--- config.mk ---
export PLATFORM = sky130hd
export DESIGN_NAME = exp10_seg7_scan
export DESIGN_NICKNAME = d
export VERILOG_FILES = /design/src/rtl/exp10_seg7_scan.sv
export SDC_FILE = /design/constraint.sdc
export NUM_CORES = 1
export LEC_CHECK = 0
export ABC_AREA = 1
export BUFFER_PORTS_ARGS = -buffer_cell sky130_fd_sc_hd__buf_2
export CAP_MARGIN = 10
export CORE_MARGIN = 2
export CORE_UTILIZATION = 45
export CTS_CLUSTER_DIAMETER = 200
export DETAILED_ROUTE_END_ITERATION = 8
export HOLD_SLACK_MARGIN = 0.03
export MAX_ROUTING_LAYER = met4
export RECOVER_POWER = 25
export SYNTH_ARGS = -nofsm -noshare
export SYNTH_HDL_FRONTEND = slang
export SYNTH_SLANG_ARGS = --single-unit
--- constraint.sdc ---
create_clock -name CLK -period 5.4 [get_ports CLK]
set_input_delay 0.81 -clock CLK [delete_from_list [all_inputs] [get_ports CLK]]
set_output_delay 0.81 -clock CLK [all_outputs]
set_load 0.02 [all_outputs]
--- src/rtl/exp10_seg7_scan.sv ---
// Time-multiplexed 4-digit 7-segment driver with per-frame snapshot and sticky overflow dp.
// Optional leading-zero blanking is enabled by defining LEADING_ZERO_BLANK_EN.
module exp10_seg7_scan #(
    parameter int unsigned SCAN_DIV       = 50000,
    parameter bit          SEG_ACTIVE_LOW = 1'b1,
    parameter bit          DIG_ACTIVE_LOW = 1'b1
) (
    input  logic       CLK,
    input  logic       CLR,
    input  logic [3:0] thousands,
    input  logic [3:0] hundreds,
    input  logic [3:0] tens,
    input  logic [3:0] ones,
    input  logic       Cout,
    output logic [6:0] seg,
    output logic       dp,
    output logic [3:0] an,
    output logic       frame_done
);

    localparam int unsigned    CNT_W   = (SCAN_DIV > 1) ? $clog2(SCAN_DIV) : 1;
    localparam logic [CNT_W-1:0] CNT_MAX = CNT_W'(SCAN_DIV - 1);
    localparam logic [CNT_W-1:0] CNT_ONE = CNT_W'(1);

    // Prescaler and digit index
    logic [CNT_W-1:0] presc_q, presc_d;
    logic             tick;
    logic [1:0]       idx_q, idx_d;
    logic             frame_end;

    // Frame snapshot
    logic [15:0]      snap_q, snap_d;
    logic             frame_done_q;

    // Overflow capture
    logic             cout_meta_q, cout_sync_q, cout_prev_q;
    logic             ovf_q, ovf_d;

    // Display pipeline (active-high form)
    logic [3:0]       cur_digit;
    logic             blank;
    logic [6:0]       seg_d, seg_q;
    logic [3:0]       an_d, an_q;
    logic             dp_d, dp_q;

    function automatic logic [6:0] bcd_to_seg(input logic [3:0] d);
        logic [6:0] s;
        case (d)
            4'd0:    s = 7'h3F;
            4'd1:    s = 7'h06;
            4'd2:    s = 7'h5B;
            4'd3:    s = 7'h4F;
            4'd4:    s = 7'h66;
            4'd5:    s = 7'h6D;
            4'd6:    s = 7'h7D;
            4'd7:    s = 7'h07;
            4'd8:    s = 7'h7F;
            4'd9:    s = 7'h6F;
            default: s = 7'h40;
        endcase
        return s;
    endfunction

    always_comb begin
        tick      = (presc_q == CNT_MAX);
        presc_d   = tick ? '0 : presc_q + CNT_ONE;
        idx_d     = tick ? idx_q + 2'd1 : idx_q;
        frame_end = tick && (idx_q == 2'd3);
        snap_d    = frame_end ? {thousands, hundreds, tens, ones} : snap_q;
    end

    // Edge detect on the synchronised carry; the flag stays set until CLR.
    always_comb begin
        ovf_d = ovf_q | (cout_sync_q & ~cout_prev_q);
    end

    always_comb begin
        cur_digit = 4'd0;
        unique case (idx_q)
            2'd0: cur_digit = snap_q[3:0];
            2'd1: cur_digit = snap_q[7:4];
            2'd2: cur_digit = snap_q[11:8];
            2'd3: cur_digit = snap_q[15:12];
            default: cur_digit = 4'd0;
        endcase
    end

`ifdef LEADING_ZERO_BLANK_EN
    always_comb begin
        blank = 1'b0;
        unique case (idx_q)
            2'd3:    blank = (snap_q[15:12] == 4'd0);
            2'd2:    blank = (snap_q[15:8] == 8'd0);
            2'd1:    blank = (snap_q[15:4] == 12'd0);
            default: blank = 1'b0;
        endcase
    end
`else
    assign blank = 1'b0;
`endif

    always_comb begin
        seg_d = blank ? 7'h00 : bcd_to_seg(cur_digit);
        an_d  = 4'b0001 << idx_q;
        dp_d  = (idx_q == 2'd3) && ovf_q;
    end

    always_ff @(posedge CLK or posedge CLR) begin
        if (CLR) begin
            presc_q      <= '0;
            idx_q        <= 2'd0;
            snap_q       <= 16'h0000;
            frame_done_q <= 1'b0;
        end else begin
            presc_q      <= presc_d;
            idx_q        <= idx_d;
            snap_q       <= snap_d;
            frame_done_q <= frame_end;
        end
    end

    always_ff @(posedge CLK or posedge CLR) begin
        if (CLR) begin
            cout_meta_q <= 1'b0;
            cout_sync_q <= 1'b0;
            cout_prev_q <= 1'b0;
            ovf_q       <= 1'b0;
        end else begin
            cout_meta_q <= Cout;
            cout_sync_q <= cout_meta_q;
            cout_prev_q <= cout_sync_q;
            ovf_q       <= ovf_d;
        end
    end

    // Zero in these registers is the inactive level before polarity is applied.
    always_ff @(posedge CLK or posedge CLR) begin
        if (CLR) begin
            seg_q <= 7'h00;
            an_q  <= 4'b0000;
            dp_q  <= 1'b0;
        end else begin
            seg_q <= seg_d;
            an_q  <= an_d;
            dp_q  <= dp_d;
        end
    end

    assign seg        = SEG_ACTIVE_LOW ? ~seg_q : seg_q;
    assign dp         = SEG_ACTIVE_LOW ? ~dp_q : dp_q;
    assign an         = DIG_ACTIVE_LOW ? ~an_q : an_q;
    assign frame_done = frame_done_q;

endmodule

Word level (Yosys, flattened, before mapping)
Memory sizes are Yosys's and may differ from the RTL's. A register that Yosys moved wholly into a read port is not among the register bits.
Cells that the tools add are included.

cells by class
  add/sub/neg operators = 2
  multipliers = 0
  divide/modulo/power cells = 0
  magnitude comparators = 0
  eq/ne operators = 4
  shift-type cells = 1
  muxes and demuxes = 2
  bitwise gates (word level) = 6
  reductions and logical operators = 3

operators by type and width
  operator                 count
  $add A16 B1 Y16 const B  1
  $eq A16 B16 Y1 const B   1
  $mux W16                 1
  $pmux W4 S4              1
  $not A7 Y7               1
  $eq A2 B2 Y1 const B     2
  $not A4 Y4               1
  $shl A1 B2 Y4 const A    1
  $add A2 B1 Y2 const B    1
  $eq A2 B1 Y1 const B     1
  $logic_and A1 B1 Y1      2
  $logic_not A2 Y1         1
  $not A1 Y1               2
  $and A1 B1 Y1            1
  $or A1 B1 Y1             1

word-level totals
  register bits = 44
  bits in latches = 0
  bits in writable memories = 0
  bits in read-only memories = 112
  bits of input ports = 19
  output and inout bits = 13
  logic and storage cells = 29
  memories = 1

memory list
  name              depth  bits a word  rd ports  clocked after Yosys merged registers in  write ports  RTL line  source
  (name not given)  16     7            1         1                                        0            48        case (d)

Depth between registers and ports, before layout
  depth in word-level cells = 3
  gate-level depth with buffers = 13

Least setup slack after synthesis
OpenSTA, ideal clock, no wires.

  path kind = reg-to-reg
  from = register idx_q[0]
  to = register seg_q[4]
  setup time = 0.117 ns
  data arrival time = 1.660 ns
  data required time = 5.283 ns
  setup slack = 3.623 ns
  stages on the path, launching flop included = 13
  path buffers = 1
  cell sequence = dfrtp_1 ha_1 buf_2 nand2_1 nand2_1 nor2_1 nor2_1 inv_1 ha_1 inv_1 nand3_1 nand3_1 nand2_1

between the ends
  cells in the longest elaborated chain, start to end = 2
  elaborated cells on any way between the ends = 5

ends and longest elaborated chain
  item                                  RTL line  source
  start, declared                       28        logic [1:0] idx_q, idx_d;
  start signal, assigned                116       idx_q <= idx_d;
  $eq A2 B2 Y1 (tied with other cells)  79        unique case (idx_q)
  $pmux W4 S4 *                         79
  end, declared                         42        logic [6:0] seg_d, seg_q;

Mark *: on every way between the ends. The rest lies on a longest branch, timed or not.
A chain may end at the register's enable or synchronous reset.

Worst setup path in the final report
  from = register presc_q[0]
  to = register snap_q[13]

between the ends
  cells in the longest elaborated chain, start to end = 2

ends and longest elaborated chain
  item                    RTL line  source
  start, declared         26        logic [CNT_W-1:0] presc_q, presc_d;
  start signal, assigned  115       presc_q <= presc_d;
  $eq A16 B16 Y1          65        tick = (presc_q == CNT_MAX);
  $logic_and A1 B1 Y1     68        frame_end = tick && (idx_q == 2'd3);
  end signal, assigned    117       snap_q <= snap_d;
  end, declared           32        logic [15:0] snap_q, snap_d;

Every way passes these cells.

==> results.rst <==
.. list-table::
   :header-rows: 1

   * - Metric
     - Value
   * - Routed Antenna Nets
     - 0
   * - Number of cells traversed by the worst register-to-register path
     - 8
   * - IO Pins
     - 32
   * - Global-route wire length before repair
     - 8.66 mm
   * - Sequential element share of the synthesized area
     - 48.7%
   * - Post-synth EDFFs
     - 0
   * - Peak supply drop
     - 0.171 mV
   * - Number of hold buffers added after CTS
     - 0
   * - Post-CTS Repair Setup Buffers
     - 0
   * - Share of total power in the clock network
     - 40.6%
   * - TritonCTS clock tree
     - done
   * - Clock root buffer master
     - sky130_fd_sc_hd__clkbuf_8
   * - Synthesized area per cell
     - 8.22 um2
   * - Via total after detailed routing
     - slightly above 2000
   * - Switching component of the power
     - 0.130 mW
   * - Reg-to-reg endpoint
     - snap_q[13]$_DFFE_PP0P_
   * - Crit path from
     - presc_q[0]$_DFF_PP0_
   * - RSZ-0062 raised after global routing
     - no
   * - Total Wirelength
     - 4.84 mm
   * - # clock sinks
     - slightly above 50
   * - #FFs+latches synth
     - 51
   * - Core area
     - between 5000 and 6000 um2
   * - Data required time at the worst endpoint
     - approximately 5600 ps
   * - Main area contributors after synthesis
     - sky130_fd_sc_hd__dfrtp_1 (49%), sky130_fd_sc_hd__nand2_1 (15%), sky130_fd_sc_hd__inv_1 (6.0%)
   * - Post-Syn Instances
     - around 320
   * - Final Critical Period
     - approximately 2600 ps
   * - Gpl congestion
     - 0.827
   * - Post-synthesis instance area
     - 2620 um2
   * - Layout Utilization
     - 52.3%
   * - Clk pin slew, worst setup/hold paths
     - about 90 ps
   * - Drt drc
     - 0
   * - Data arrival time at the worst-slack endpoint
     - 2760 ps
   * - Relative slew slack
     - -26.1%
   * - Critical-path maximum fanout
     - 19
   * - Switching fraction of total power
     - 19.5%
   * - ANT cells
     - 0
   * - Die Outline Area
     - 6450 um2
   * - TritonCTS buffer count
     - 5
   * - Initial antenna violation count
     - 0
   * - Setup violations, final
     - 0
   * - Area growth from synthesis to final layout
     - 11.1%
   * - Startpoint of the worst register-to-register path
     - presc_q[0]$_DFF_PP0_
   * - Post-cts resize count
     - 0
   * - Total power per unit cell area
     - 229 nW/um2
   * - Worst setup endpoint
     - snap_q[13]$_DFFE_PP0P_
   * - Share of final-layout standard cells stronger than drive strength 1
     - a little over an eighth
   * - Final Max Tran Viols
     - 52
   * - Clock network latency to the later pin of the worst-skew pair
     - 300 ps
   * - Buffers added on ports
     - 31
   * - Total negative slack for setup checks
     - 0 ps
   * - Starting density of the core
     - 47.0%
   * - Transition time at the pin with the least slew margin
     - 1890 ps
   * - Number of standard-cell rows in the floorplan
     - 27
   * - Yosys warning total
     - 0
   * - Max Clock Skew
     - 11.6 ps
   * - Overall die width
     - roughly 80 um
   * - Maximum clock path buffer count
     - 2
   * - Ys flop type
     - sky130_fd_sc_hd__dfrtp_1
   * - Number of nets in the layout
     - 381
   * - Static Leakage
     - 1.54 nW
   * - Internal Dissipation
     - 0.537 mW
   * - Vias in the first global route
     - roughly 1900
   * - Detailed Place HPWL
     - approximately 3.5 mm
   * - Net count after synthesis
     - 349
   * - Pre-Repair DR Iteration Count
     - 4
   * - Startpoint Class
     - register
   * - Global route overflow
     - 0
   * - Overall die height
     - 80.3 um
   * - Failing checks
     - capacitance limit, slew limit
   * - R2r setup slk
     - 2830 ps
   * - Top library cells by usage in the layout, fill and taps aside
     - sky130_fd_sc_hd__nand2_1 (108), sky130_fd_sc_hd__dfrtp_1 (51), sky130_fd_sc_hd__inv_1 (43), sky130_fd_sc_hd__nor2_1 (38), sky130_fd_sc_hd__buf_2 (31)
   * - Commonest non-fill, non-tap cell in the layout
     - sky130_fd_sc_hd__nand2_1
   * - Fmax
     - 389 MHz
   * - Number of max-cap violations
     - 1
   * - Via density per instance
     - 4.77
   * - Kind of critical path
     - reg -> reg
   * - Hold Violations, Final
     - 0
   * - Maximum number of pins on one net before global-route repair
     - 52
   * - Worst min-delay path category
     - reg -> reg
   * - Outcome
     - finished with violations
   * - Count of different cell masters after synthesis
     - 24
   * - Critical Path End Type
     - register
   * - Post-DR wirelength/cell
     - 11.4 um
   * - Max H-tree Level
     - 2
   * - Share of the cycle needed by the critical path after routing
     - 47.6%
   * - Top cell type's share of synthesized area
     - 48.7%
   * - GRT Resource Usage Total
     - 17.6%
   * - Share of flip-flops with an asynchronous set or reset after synthesis
     - 100%
   * - Cell type with the highest aggregate area in the netlist
     - sky130_fd_sc_hd__dfrtp_1
   * - Sequential cell fraction of total power
     - 57.4%
   * - Number of DRC markers after the initial detailed-route iteration
     - 92
   * - Number of inserted filler cells in the final layout
     - between 500 and 600
   * - Power share of the combinational group
     - approximately 2%
==> synthesized netlist by cell type, types with 3 or more instances <==
master                     number
sky130_fd_sc_hd__o21bai_1       5
sky130_fd_sc_hd__xor2_1         5
sky130_fd_sc_hd__inv_2          3
sky130_fd_sc_hd__nand4_1       17
sky130_fd_sc_hd__nor2_1        37
sky130_fd_sc_hd__inv_1         42
sky130_fd_sc_hd__nand2_1      107
sky130_fd_sc_hd__nor3_1         3
sky130_fd_sc_hd__dfrtp_1       51
sky130_fd_sc_hd__nand3_1       18
sky130_fd_sc_hd__ha_1          11
==> worst min path at each step <==
stage                                startpoint  cells past startpoint               endpoint
after floorplan           cout_meta_q$_DFF_PP0_                      0  cout_sync_q$_DFF_PP0_
after global placement    cout_meta_q$_DFF_PP0_                      0  cout_sync_q$_DFF_PP0_
after detailed placement  cout_meta_q$_DFF_PP0_                      0  cout_sync_q$_DFF_PP0_
after CTS                 cout_meta_q$_DFF_PP0_                      0  cout_sync_q$_DFF_PP0_
after global routing      cout_meta_q$_DFF_PP0_                      0  cout_sync_q$_DFF_PP0_
final                     cout_meta_q$_DFF_PP0_                      0  cout_sync_q$_DFF_PP0_
==> stage by stage <==
| step | area (um2) | cells | hold WS (ps) | worst slack (ps) | total power [mW] |
|---|---|---|---|---|---|
| final | 2910 | 424 | 366 | 2830 | 0.667 |
| after global routing | 2910 | 424 | 374 | 2500 | 0.695 |
| after CTS | 2940 | 424 | 370 | 2970 | 0.677 |
| after floorplan | 2620 | 319 | 331 | 3360 | 0.396 |
| after detailed placement | 2820 | 416 | 343 | 3000 | 0.405 |
| after global placement | 2820 | 416 | 340 | 3150 | 0.405 |
==> cell families (layout without fill, tap and decap cells) <==
logic type | after synthesis | in the layout | synth area share, %
buffers and inverters | 51 | 84 | 8.26
adder cells (fa/ha/maj) | 11 | 11 | 5.25
flip-flops | 51 | 51 | 48.7
AO/OA/AOI/OAI | 8 | 8 | 2.00
XOR/XNOR | 5 | 5 | 1.67
AND/OR/NAND/NOR | 193 | 193 | 34.1
==> metal layers <==
layer	vias to the layer above	global-route usage [%]	share of wire (%)
li1	1053	-	-
met5	-	-	0
met2	43	25.9	44
met4	0	4.41	0.50
met1	923	24.8	52
met3	2	3.82	3.8
==> state kept, by name, indices dropped and copies added, names as in the netlist <==
name,count
idx_q,2
seg_q,7
dp_q,1
cout_prev_q,1
snap_q,16
cout_sync_q,1
ovf_q,1
an_q,4
frame_done,1
cout_meta_q,1
presc_q,16
==> critical path: stages (launching register included) <==
cell and delay, ps:
sky130_fd_sc_hd__dfrtp_1 390, sky130_fd_sc_hd__ha_1 170, sky130_fd_sc_hd__nand2_1 90, sky130_fd_sc_hd__inv_1 80, sky130_fd_sc_hd__nand2_1 110, sky130_fd_sc_hd__nor2_1 1060, sky130_fd_sc_hd__nand3_4 350, sky130_fd_sc_hd__nand2_1 150
sky130_fd_sc_hd__nand2_1 50
==> power groups by stage <==
| stage | Combinational, mW | Clock (mW) | Sequential, mW |
|---|---|---|---|
| after global placement | 0.0143 | 0 | 0.391 |
| after CTS | 0.0142 | 0.280 | 0.383 |
| final | 0.0133 | 0.271 | 0.383 |
| after floorplan | 0.00571 | 0 | 0.391 |
| after global routing | 0.0159 | 0.295 | 0.383 |
| after detailed placement | 0.0141 | 0 | 0.391 |
==> cell type report <==
cell class                 instances  area, um2  area share [%]
multi-input combinational        217       1100            37.9
clock buffer                       6       82.6            2.84
inverter                          45        169            5.80
sequential                        51       1280            43.8
tap                               72       90.1            3.09
timing repair buffer              31        155            5.33
clock inverter                     2       35.0            1.20
Note: power is estimated with default switching activity, not from simulation.
